### config.mk
export PLATFORM = sky130hd
export DESIGN_NAME = sar_search_ctrl
export DESIGN_NICKNAME = d
export VERILOG_FILES = /design/src/rtl/sar_pkg.sv /design/src/rtl/sar_search_ctrl.sv
export SDC_FILE = /design/constraint.sdc
export NUM_CORES = 1
export LEC_CHECK = 0
export ABC_AREA = 1
export BUFFER_PORTS_ARGS = -buffer_cell sky130_fd_sc_hd__buf_2
export CAP_MARGIN = 20
export CORE_UTILIZATION = 55
export DETAILED_ROUTE_END_ITERATION = 12
export GPL_ROUTABILITY_DRIVEN = 1
export PLACE_DENSITY = 0.78
export SYNTH_ARGS = -nofsm -noshare
export SYNTH_HDL_FRONTEND = slang
export SYNTH_SLANG_ARGS = --single-unit
### constraint.sdc
create_clock -name clk -period 3.24 [get_ports clk]
set_clock_uncertainty 0.1 [all_clocks]
set_input_delay 0.648 -clock clk [delete_from_list [all_inputs] [get_ports clk]]
set_output_delay 0.648 -clock clk [all_outputs]
set_load 0.05 [all_outputs]
### src/rtl/sar_pkg.sv
// Shared types and helpers for the successive-approximation search controller.
// The midpoint helper is sized for the default operand width.
package sar_pkg;

   localparam int SAR_WIDTH = 8;
   localparam int CNT_W     = $clog2(SAR_WIDTH + 2);

   typedef enum logic {
      IDLE   = 1'b0,
      SETTLE = 1'b1
   } sar_state_e;

   // One extra bit keeps hi-lo and the sum from wrapping at the top of the range.
   function automatic logic [SAR_WIDTH-1:0] mid_point(input logic [SAR_WIDTH-1:0] lo,
                                                      input logic [SAR_WIDTH-1:0] hi);
      logic [SAR_WIDTH:0] sum;
      sum = {1'b0, lo} + (({1'b0, hi} - {1'b0, lo}) >> 1);
      return sum[SAR_WIDTH-1:0];
   endfunction

endpackage

### src/rtl/sar_search_ctrl.sv
// Binary-search initiator: drives probe values into a magnitude comparator and
// narrows [lo, hi] from its one-hot LT/EQ/GT answer until the operand is found.
module sar_search_ctrl
   import sar_pkg::*;
#(
   parameter int WIDTH       = SAR_WIDTH,
   parameter int CMP_LATENCY = 1
) (
   input  logic             clk,
   input  logic             rst,
   input  logic             start,
   input  logic             abort,
   input  logic             cmp_lt,
   input  logic             cmp_eq,
   input  logic             cmp_gt,
   output logic [WIDTH-1:0] probe,
   output logic             busy,
   output logic             done,
   output logic             found,
   output logic             err,
   output logic [WIDTH-1:0] result,
   output logic [CNT_W-1:0] probe_count
);

   localparam int WC_W = (CMP_LATENCY > 1) ? $clog2(CMP_LATENCY) : 1;
   localparam logic [WC_W-1:0] WAIT_RELOAD = WC_W'(CMP_LATENCY - 1);

   sar_state_e       state_q;
   logic [WIDTH-1:0] lo_q, hi_q, probe_q, result_q;
   logic [WC_W-1:0]  wait_q;
   logic [CNT_W-1:0] count_q;
   logic             busy_q, done_q, found_q, err_q;

   // Neighbours of the probe; only consumed on the side where they cannot wrap.
   logic [WIDTH-1:0] probe_dec_d, probe_inc_d;
   logic             onehot_d;

   assign probe_dec_d = probe_q - 1'b1;
   assign probe_inc_d = probe_q + 1'b1;
   assign onehot_d    = $onehot({cmp_lt, cmp_eq, cmp_gt});

   always_ff @(posedge clk or posedge rst) begin
      if (rst) begin
         state_q  <= IDLE;
         lo_q     <= '0;
         hi_q     <= '0;
         probe_q  <= '0;
         result_q <= '0;
         wait_q   <= '0;
         count_q  <= '0;
         busy_q   <= 1'b0;
         done_q   <= 1'b0;
         found_q  <= 1'b0;
         err_q    <= 1'b0;
      end else begin
         done_q <= 1'b0;
         case (state_q)
            IDLE: begin
               if (start) begin
                  lo_q    <= '0;
                  hi_q    <= '1;
                  probe_q <= mid_point('0, '1);
                  count_q <= CNT_W'(1);
                  wait_q  <= WAIT_RELOAD;
                  busy_q  <= 1'b1;
                  found_q <= 1'b0;
                  err_q   <= 1'b0;
                  state_q <= SETTLE;
               end
            end
            SETTLE: begin
               if (abort) begin
                  busy_q  <= 1'b0;
                  found_q <= 1'b0;
                  err_q   <= 1'b0;
                  state_q <= IDLE;
               end else if (wait_q != '0) begin
                  wait_q <= wait_q - 1'b1;
               end else if (!onehot_d) begin
                  err_q   <= 1'b1;
                  found_q <= 1'b0;
                  busy_q  <= 1'b0;
                  done_q  <= 1'b1;
                  state_q <= IDLE;
               end else if (cmp_eq) begin
                  found_q  <= 1'b1;
                  result_q <= probe_q;
                  busy_q   <= 1'b0;
                  done_q   <= 1'b1;
                  state_q  <= IDLE;
               end else if (cmp_lt) begin
                  if (probe_q == lo_q) begin
                     busy_q  <= 1'b0;
                     done_q  <= 1'b1;
                     state_q <= IDLE;
                  end else begin
                     hi_q    <= probe_dec_d;
                     probe_q <= mid_point(lo_q, probe_dec_d);
                     count_q <= count_q + 1'b1;
                     wait_q  <= WAIT_RELOAD;
                  end
               end else begin
                  if (probe_q == hi_q) begin
                     busy_q  <= 1'b0;
                     done_q  <= 1'b1;
                     state_q <= IDLE;
                  end else begin
                     lo_q    <= probe_inc_d;
                     probe_q <= mid_point(probe_inc_d, hi_q);
                     count_q <= count_q + 1'b1;
                     wait_q  <= WAIT_RELOAD;
                  end
               end
            end
            default: state_q <= IDLE;
         endcase
      end
   end

   assign probe       = probe_q;
   assign busy        = busy_q;
   assign done        = done_q;
   assign found       = found_q;
   assign err         = err_q;
   assign result      = result_q;
   assign probe_count = count_q;

endmodule
==> results.sh, run 1 <==
export IMPL_drt_iter0_markers=388
export IMPL_slowest_delay_ps=510
export IMPL_crit_chain="inv_6 -> ha_4 -> xnor2_4 -> inv_2 -> ha_4 -> a21oi_2 -> o21ai_2 -> a21oi_2 -> o21ai_2 -> nand2_1 -> nand2_2 -> a21oi_2 -> xnor2_1 -> ha_1 -> nand2_2 -> inv_2 -> nand4_1 -> o211ai_1 -> xor2_1 -> nor2_1 -> o21ai_1 -> inv_1 -> nand2_1 -> nand2_1"
export IMPL_worstMarginPinSlew_ps=599
export IMPL_grtUsageTotal=0.342
export IMPL_root_buffer="clkbuf_8"
export IMPL_vias_per_cell=5.81
export IMPL_die_h_um=81.9
export IMPL_synth_top_area_share=0.292
export IMPL_num_vias=3770
export IMPL_grt_pass1_wl_mm=16.9
export IMPL_setup_tns_ps=-686
export IMPL_arrival_ps=3720
export IMPL_outcome="finished with violations"
export IMPL_r2r_start="probe[1]"
export IMPL_hpwl_mm=7.76
export IMPL_finalCriticalPeriod_ps=3620
export IMPL_die_w_um=81.9
export IMPL_numCtsBuffers=5
export IMPL_synth_top_area_cell="dfrtp_1"
export IMPL_grt_max_degree=26
export IMPL_multiInputGateArea_um2=2430
export IMPL_ys_warn_count=0
export IMPL_initial_core_util=0.582
export IMPL_hp_class="in2async"
export IMPL_gp_congestion=0.961
export IMPL_overflow=0
export IMPL_finalHoldViolCount=0
export IMPL_layout_common_cells="nand2_1, inv_1, buf_4"
export IMPL_slew_viol_final=0
export IMPL_finalSetupViolCount=4
export IMPL_clk_latency_ps=310
export IMPL_cts_buffer_depth=2
export IMPL_fillers=417
export IMPL_worstPathMaxFanout=3
export IMPL_htree_levels=2
export IMPL_coreArea_um2=6030
export IMPL_drt_first_pass_iters=6
export IMPL_cts_sinks=41
export IMPL_fin_cells=649
export IMPL_synth_nets=514
export IMPL_syn_area_um2=3510
export IMPL_syn_to_final_growth_pct=35.1
export IMPL_cp_end_kind="flip-flop"
export IMPL_setup_slack_ps=-376
export IMPL_startpoint_type="flip-flop"
export IMPL_post_drt_wl_per_cell_um=17.3
export IMPL_crit_required_ps=3340
export IMPL_post_place_cells=623
export IMPL_routed_wl_mm=11.2
export IMPL_fmax_mhz=277
export IMPL_rows=28
export IMPL_rsz0062_at_grt="yes"
export IMPL_dieArea_um2=6700
export IMPL_post_place_ws_ps=-332
export IMPL_rrSetupSlack_ps=-380
export IMPL_synthCells=471
export IMPL_first_global_vias=3555
export IMPL_io_pins=31
export IMPL_critPathKind="reg2reg"
export IMPL_regArea_um2=1030
export IMPL_path_clk_slew_ps=90
export IMPL_portBuffers=30
export IMPL_antenna_found_initial=0
export IMPL_reg2reg_to="probe[7]"
export IMPL_drc=0
export IMPL_hold_slack_ps=115
export IMPL_cap_violations=0
export IMPL_synth_seq_cells=41
export IMPL_cts_tree="built"
export IMPL_n_antenna_cell=0
export IMPL_syn_area_per_cell_um2=7.45
export IMPL_cp_slowest_cell="dfrtp_4"
export IMPL_max_slew_margin=0.600
export IMPL_synth_area_top_cells="dfrtp_1, ha_1, nand2_1"
export IMPL_synth_cell_type_count=43
export IMPL_layout_commonest_cell="nand2_1"
export IMPL_num_nets_final=616
export IMPL_antenna_left=0
export IMPL_drive_gt1_frac=0.357
export IMPL_violations="setup timing"
export IMPL_reg2regPathDepth=24
export IMPL_yosysSeqAreaShare=0.292
export IMPL_post_route_period_util=1.12
worst max-delay path by stage:
stage                         from        to  slack [ps]  cells after the start
final                     probe[1]  probe[7]        -380                     24
after global routing      probe[0]  probe[7]        -540                     24
after CTS                 probe[0]  probe[7]        -190                     25
after floorplan           probe[0]  probe[7]        -160                     25
after detailed placement  probe[1]  probe[7]        -330                     25
after global placement    probe[1]  probe[7]        -250                     25
timing repair:
item | CTS | global route
endpoints found under the setup margin | 3 | 5
setup buffers | 10 | 7
resized for setup | 33 | 28
hold buffers | 0 | 0
pin swaps | 30 | 24
hold endpoints to repair | 0 | 0
area by class of cell:
class / instances / area share
clock buffers: 6 / 0.0174
clock inverters: 2 / 0.00792
inverters: 84 / 0.0681
multi-input cells: 337 / 0.512
flip-flops and latches: 41 / 0.218
well taps: 75 / 0.0198
repair buffers: 104 / 0.156
cells by family after synthesis:
family | Yosys count | share of synthesized area
compound gates | 86 | 0.150
flops | 41 | 0.292
xor+xnor | 22 | 0.0549
fa+ha+maj | 36 | 0.139
simple gates | 193 | 0.256
buf+inv | 93 | 0.108
through the flow:
step,util,area [um2]
global placement,0.693,4180
floorplan,-,3570
CTS,0.755,4550
global route,0.787,4740
detailed placement,0.693,4180
finish,0.787,4740
worst max-delay path, delay by kind of cell (launching register included):
family                     cells  cell delay (ps)
AOI/OAI and AO/OA              7              920
and+or+nand+nor                7              510
DFF                            1              510
buffers and inverters          4              290
adders and majority gates      3              730
xor gates and xnor gates       3              450
Yosys cell counts, drive strengths merged:
library cell,instances
o211ai,3
buf,7
nor3b,1
ha,31
dfrtp,41
nand3b,1
or2,3
o21ai,22
a22oi,8
a211oi,3
o22a,1
a2bb2oi,1
inv,84
a21oi,28
a32oi,1
nor2,33
o21bai,1
nor3,3
o21a,1
nand2,110
clkbuf,2
a221oi,1
nand3,34
nand4,5
o2111ai,2
xor2,13
o221ai,2
a31oi,3
o22ai,9
xnor2,9
and2,3
fa,5
state kept, by name (all words and copies together), names as in the netlist:
signal and cells:
probe_count 4, result 8, err 1, lo_q 8
busy 1, probe 8, state_q 1, found 1
done 1, hi_q 8
layer usage:
metal,GRT usage,routed length (um)
met5,0,0
met4,0.168,452
met3,0.0656,856
met2,0.577,5480
met1,0.413,4450
Power of run 1 is left out: the tool's default activity adds up to more than one toggle a clock period on the data nets, which glitch-free logic cannot reach.
==> run 2, diff against run 1 <==
--- a/config.mk
+++ b/config.mk
@@ -5,13 +5,12 @@
 export SDC_FILE = /design/constraint.sdc
 export NUM_CORES = 1
 export LEC_CHECK = 0
-export ABC_AREA = 1
 export BUFFER_PORTS_ARGS = -buffer_cell sky130_fd_sc_hd__buf_2
 export CAP_MARGIN = 20
 export CORE_UTILIZATION = 55
 export DETAILED_ROUTE_END_ITERATION = 12
 export GPL_ROUTABILITY_DRIVEN = 1
-export PLACE_DENSITY = 0.78
+export PLACE_DENSITY = 0.79
 export SYNTH_ARGS = -nofsm -noshare
 export SYNTH_HDL_FRONTEND = slang
 export SYNTH_SLANG_ARGS = --single-unit
==> run 2 against run 1 <==
The flow still finishes with violations (setup timing). Register-to-register slack hardly changed. Synthesized cell count is 18% lower. Non-clock buffer count is 9 lower. Maximum frequency is 0.36% lower. Cell area is 6.2% lower. Utilization is 4.0 points lower. Via count is 16% lower. Routed wire length is 19% lower. Synthesized area is 2.8% lower. Critical endpoint unchanged. Highest routed layer unchanged.
==> results.sh, run 2 <==
export IMPL_hp_class="in2async"
export IMPL_coreArea_um2=5960
export IMPL_post_drt_wl_per_cell_um=16.7
export IMPL_synth_edf_count=0
export IMPL_synth_area_top_cells="dfrtp_1, ha_1, xnor2_1"
export IMPL_htree_levels=2
export IMPL_num_nets_final=514
export IMPL_yosys_area_share_adder=0.153
export IMPL_synth_ff_type="dfrtp_1"
export IMPL_synth_top_area_cell="dfrtp_1"
export IMPL_synth_top_family_by_area="compound AO/OA/AOI/OAI gates"
export IMPL_syn_area_per_cell_um2=8.88
export IMPL_drt_iter0_markers=191
export IMPL_fin_cells=547
export IMPL_cts_buffer_depth=2
export IMPL_drt_first_pass_iters=4
export IMPL_layout_common_cells="buf_4, dfrtp_1, nor2_1"
export IMPL_synthTopCellsByCount="dfrtp_1, nor2_1, nand2_1"
export IMPL_grt_max_degree=42
export IMPL_synth_cell_type_count=51
export IMPL_fillers=386
export IMPL_post_place_ws_ps=-409
export IMPL_rows=28
export IMPL_reg2reg_to="probe[7]"
export IMPL_syn_area_um2=3410
export IMPL_synth_most_common_cell="dfrtp_1"
export IMPL_n_antenna_cell=0
export IMPL_die_h_um=80.8
export IMPL_synth_seq_cells=41
export IMPL_overflow=0
export IMPL_root_buffer="clkbuf_8"
export IMPL_die_w_um=80.8
export IMPL_post_place_cells=531
export IMPL_worstMarginPinSlew_ps=698
export IMPL_ys_warn_count=0
export IMPL_worstPathMaxFanout=5
export IMPL_numCtsBuffers=5
export IMPL_first_global_vias=3159
export IMPL_drive_gt1_frac=0.331
export IMPL_syn_to_final_growth_pct=30.4
export IMPL_initial_core_util=0.573
export IMPL_reg2regPathDepth=21
export IMPL_synth_compound_area_frac=0.171
export IMPL_cts_hold_buf=0
export IMPL_synth_xor_area_frac=0.143
export IMPL_startpoint_type="flip-flop"
export IMPL_fmax_mhz=276
export IMPL_io_pins=31
export IMPL_cp_end_kind="flip-flop"
export IMPL_synthCells=384
export IMPL_synth_simple_area_share=0.135
export IMPL_setup_slack_ps=-389
export IMPL_critPathKind="reg2reg"
export IMPL_grt_pass1_wl_mm=14.9
export IMPL_finalSetupViolCount=4
export IMPL_synth_nets=427
export IMPL_cts_sinks=41
export IMPL_rsz0062_at_grt="yes"
export IMPL_synthArstFlopShare=1.00
export IMPL_synth_top_area_share=0.301
export IMPL_rrSetupSlack_ps=-390
export IMPL_dieArea_um2=6520
export IMPL_outcome="finished with violations"
export IMPL_antenna_found_initial=0
export IMPL_cap_violations=0
export IMPL_post_route_period_util=1.12
export IMPL_finalCriticalPeriod_ps=3630
export IMPL_max_slew_margin=0.532
export IMPL_portBuffers=30
export IMPL_antenna_left=0
export IMPL_routed_wl_mm=9.15
export IMPL_violations="setup timing"
export IMPL_slew_viol_final=0
export IMPL_hpwl_mm=6.81
export IMPL_finalHoldViolCount=0
export IMPL_yosysSeqAreaShare=0.301
export IMPL_num_vias=3153
export IMPL_r2r_start="probe[0]"
export IMPL_gp_congestion=0.895
export IMPL_path_clk_slew_ps=80
export IMPL_vias_per_cell=5.76
export IMPL_layout_commonest_cell="buf_4"
export IMPL_drc=0
export IMPL_crit_required_ps=3370
export IMPL_synthMuxAreaShare=0.0315
export IMPL_cts_tree="built"
export IMPL_clk_latency_ps=300
export IMPL_arrival_ps=3760
export IMPL_grtUsageTotal=0.304
run 2: cell count changes in the layout (fill, tap and decap cells not counted), sizes merged, moves of 7 or more:
cell / change
nor2b: +8
nand3: -28
nand2: -77
inv: -52
o22ai: -9
a22oi: -7
buf: -9
a21o: +8
xnor2: +21
xor2: +9
run 2: worst max-delay path, stage by stage (launching register included):
cell	delay, ps
dfrtp_2	410
inv_2	60
ha_4	290
inv_4	50
ha_1	270
nor2b_1	140
o21ai_0	150
nand2b_1	100
a21oi_1	170
nor2b_1	90
o21ai_1	150
nand2_1	100
a21oi_2	150
xnor2_1	130
ha_1	260
nor2_1	160
nor2_1	60
o41a_1	120
xnor2_1	190
mux2i_1	230
a22oi_1	90
o21ai_1	90
run 2: repair_timing:
item                                    4_1_cts  5_1_grt
pin swaps                                    20       20
endpoints found under the setup margin        4        4
resized for setup                            18       24
buffers inserted                              4        6
run 2: area by class of cell:
class,instances,area (um2),area share
Clock buffer,7,86.3,0.0194
Sequential cell,41,1030,0.232
Multi-Input combinational cell,296,2420,0.543
Tap cell,75,93.8,0.0211
Inverter,32,125,0.0281
Timing Repair Buffer,95,666,0.150
Clock inverter,1,30.0,0.00675
run 2: worst max-delay path by stage:
stage	start	endpoint
after floorplan	probe[1]	probe[7]
after global placement	probe[0]	probe[7]
after detailed placement	probe[0]	probe[7]
after CTS	probe[0]	probe[7]
after global routing	probe[0]	probe[7]
final	probe[0]	probe[7]
run 2: routing by layer:
layer | vias up | share of wire | GRT usage
li1 | 1484 | - | -
met1 | 1525 | 0.42 | 0.367
met5 | - | 0 | 0
met4 | 0 | 0.035 | 0.138
met2 | 118 | 0.49 | 0.530
met3 | 26 | 0.050 | 0.0483
run 2: logic make-up after synthesis:
| kind of cell | after synthesis |
|---|---|
| AND/OR/NAND/NOR | 101 |
| AO/OA/AOI/OAI | 94 |
| XOR/XNOR | 52 |
| buffers and inverters | 47 |
| flip-flops | 41 |
| adder cells (fa/ha/maj) | 39 |
| multiplexers | 10 |
run 2: stage by stage:
step                      TNS (ps)  hold WS, ps   util  area, um2
after global routing         -1600          421  0.747       4450
final                        -1030          369  0.747       4450
after floorplan               -534          382      -       3460
after detailed placement     -1270          369  0.679       4040
after global placement       -1020          360  0.679       4040
after CTS                     -890          385  0.723       4310
Power of run 2 is left out for the same reason.
==> run 3, diff against run 2 <==
--- a/config.mk
+++ b/config.mk
@@ -5,12 +5,14 @@
 export SDC_FILE = /design/constraint.sdc
 export NUM_CORES = 1
 export LEC_CHECK = 0
+export ABC_AREA = 0
 export BUFFER_PORTS_ARGS = -buffer_cell sky130_fd_sc_hd__buf_2
 export CAP_MARGIN = 20
 export CORE_UTILIZATION = 55
 export DETAILED_ROUTE_END_ITERATION = 12
 export GPL_ROUTABILITY_DRIVEN = 1
 export PLACE_DENSITY = 0.79
+export RECOVER_POWER = 100
 export SYNTH_ARGS = -nofsm -noshare
 export SYNTH_HDL_FRONTEND = slang
 export SYNTH_SLANG_ARGS = --single-unit
==> run 3 against run 2 <==
The run ends with capacitance limit, slew limit, setup timing left. Hold slack better by 16 ps. Critical endpoint is now probe[6]. Critical path depth down 2. Utilization is 0.59 points lower. Critical path type unchanged. Cell count stayed put.
==> results.sh, run 3 (synthesized netlist as in run 2, its figures left out) <==
export IMPL_clk_latency_ps=300
export IMPL_hp_start="result[1]"
export IMPL_drive_gt1_frac=0.275
export IMPL_r2r_start="probe[0]"
export IMPL_antenna_left=0
export IMPL_layout_commonest_cell="buf_4"
export IMPL_path_clk_slew_ps=80
export IMPL_io_pins=31
export IMPL_violations="capacitance limit, slew limit, setup timing"
export IMPL_fillers=406
export IMPL_startpoint_type="flip-flop"
export IMPL_setup_tns_ps=-999
export IMPL_placed_cell_area_um2=4040
export IMPL_rrSetupSlack_ps=-380
export IMPL_finalHoldViolCount=0
export IMPL_use_met1=0.367
export IMPL_cts_buffer_depth=2
export IMPL_post_drt_wl_per_cell_um=16.8
export IMPL_max_slew_margin=-0.530
export IMPL_drt_iter0_markers=190
export IMPL_overflow=0
export IMPL_num_vias=3164
export IMPL_grtUsageMet2=0.530
export IMPL_initial_core_util=0.573
export IMPL_drt_first_pass_iters=4
export IMPL_antenna_found_initial=0
export IMPL_hp_class="reg2reg"
export IMPL_fmax_mhz=276
export IMPL_post_route_period_util=1.12
export IMPL_cap_violations=1
export IMPL_grtUsageTotal=0.304
export IMPL_portBuffers=30
export IMPL_setup_slack_ps=-378
export IMPL_dieArea_um2=6520
export IMPL_num_nets_final=514
export IMPL_root_buffer="clkbuf_8"
export IMPL_grt_use_met3=0.0483
export IMPL_reg2reg_to="probe[6]"
export IMPL_worstPathMaxFanout=5
export IMPL_cts_hold_buf=0
export IMPL_gp_congestion=0.895
export IMPL_die_h_um=80.8
export IMPL_first_global_vias=3159
export IMPL_coreArea_um2=5960
export IMPL_rows=28
export IMPL_cts_tree="built"
export IMPL_finalSetupViolCount=4
export IMPL_routed_wl_mm=9.21
export IMPL_whs_endpoint="result[1]"
export IMPL_htree_levels=2
export IMPL_crit_required_ps=3370
export IMPL_fin_area_um2=4410
export IMPL_drc=0
export IMPL_gr_max_usage_layer="met2"
export IMPL_n_antenna_cell=0
export IMPL_cp_end_kind="flip-flop"
export IMPL_critPathKind="reg2reg"
export IMPL_grt_max_degree=42
export IMPL_cts_sinks=41
export IMPL_worstMarginPinSlew_ps=2290
export IMPL_rsz0062_at_grt="yes"
export IMPL_slew_viol_final=42
export IMPL_arrival_ps=3750
export IMPL_grt_pass1_wl_mm=14.9
export IMPL_numCtsBuffers=5
export IMPL_finalCriticalPeriod_ps=3620
export IMPL_vias_per_cell=5.78
export IMPL_die_w_um=80.8
export IMPL_holdPathStages=2
export IMPL_outcome="finished with violations"
export IMPL_syn_to_final_growth_pct=29.4
export IMPL_layout_common_cells="buf_4, dfrtp_1, nor2_1"
export IMPL_reg2regPathDepth=19
export IMPL_hpwl_mm=6.81
export IMPL_hold_slack_ps=385
## run 3: worst max-delay path: stages, from the launching register on
cell and delay, ps:
dfrtp_2 410, inv_2 60, ha_4 290, inv_4 50
buf_12 120, ha_4 200, nor2b_4 120, o21ai_2 90
nand2b_1 100, maj3_2 300, a21o_1 170, maj3_2 300
a21oi_2 140, xnor2_1 140, ha_1 290, buf_4 150
buf_6 100, buf_6 110, xnor2_4 120, a31oi_1 170
## run 3: per-stage QoR
step | util | std cells | worst slack [ps]
after detailed placement | 0.679 | 531 | -409
final | 0.741 | 547 | -378
after CTS | 0.723 | 543 | -372
after global placement | 0.679 | 531 | -300
after global routing | 0.741 | 547 | -522
after floorplan | - | 384 | -349
## run 3: cell type report
| class | count | area (um2) | share of cell area |
|---|---|---|---|
| Multi-Input combinational cell | 296 | 2420 | 0.548 |
| Sequential cell | 41 | 1030 | 0.233 |
| Timing Repair Buffer | 95 | 631 | 0.143 |
| Inverter | 32 | 125 | 0.0284 |
| Tap cell | 75 | 93.8 | 0.0213 |
| Clock buffer | 7 | 86.3 | 0.0196 |
| Clock inverter | 1 | 30.0 | 0.00680 |
## run 3: per-layer routing
layer	wire length [um]	up-vias
li1	-	1483
met4	327	0
met2	4550	113
met5	0	-
met3	494	28
met1	3840	1540
## run 3: timing repair
item                       in CTS  in global routing
buffers inserted                4                  6
resized for setup              18                 24
setup endpoints to repair       4                  4
pin swaps                      20                 20
## run 3: worst max path at each step
stage	startpoint	end	slack (ps)	cells after the start
6_report	probe[0]	probe[6]	-380	19
5_1_grt	probe[0]	probe[7]	-520	21
4_1_cts	probe[0]	probe[7]	-370	18
3_5_place_dp	probe[0]	probe[7]	-410	15
3_3_place_gp	probe[0]	probe[7]	-300	15
2_1_floorplan	probe[1]	probe[7]	-350	18
Power of run 3 is left out for the same reason.
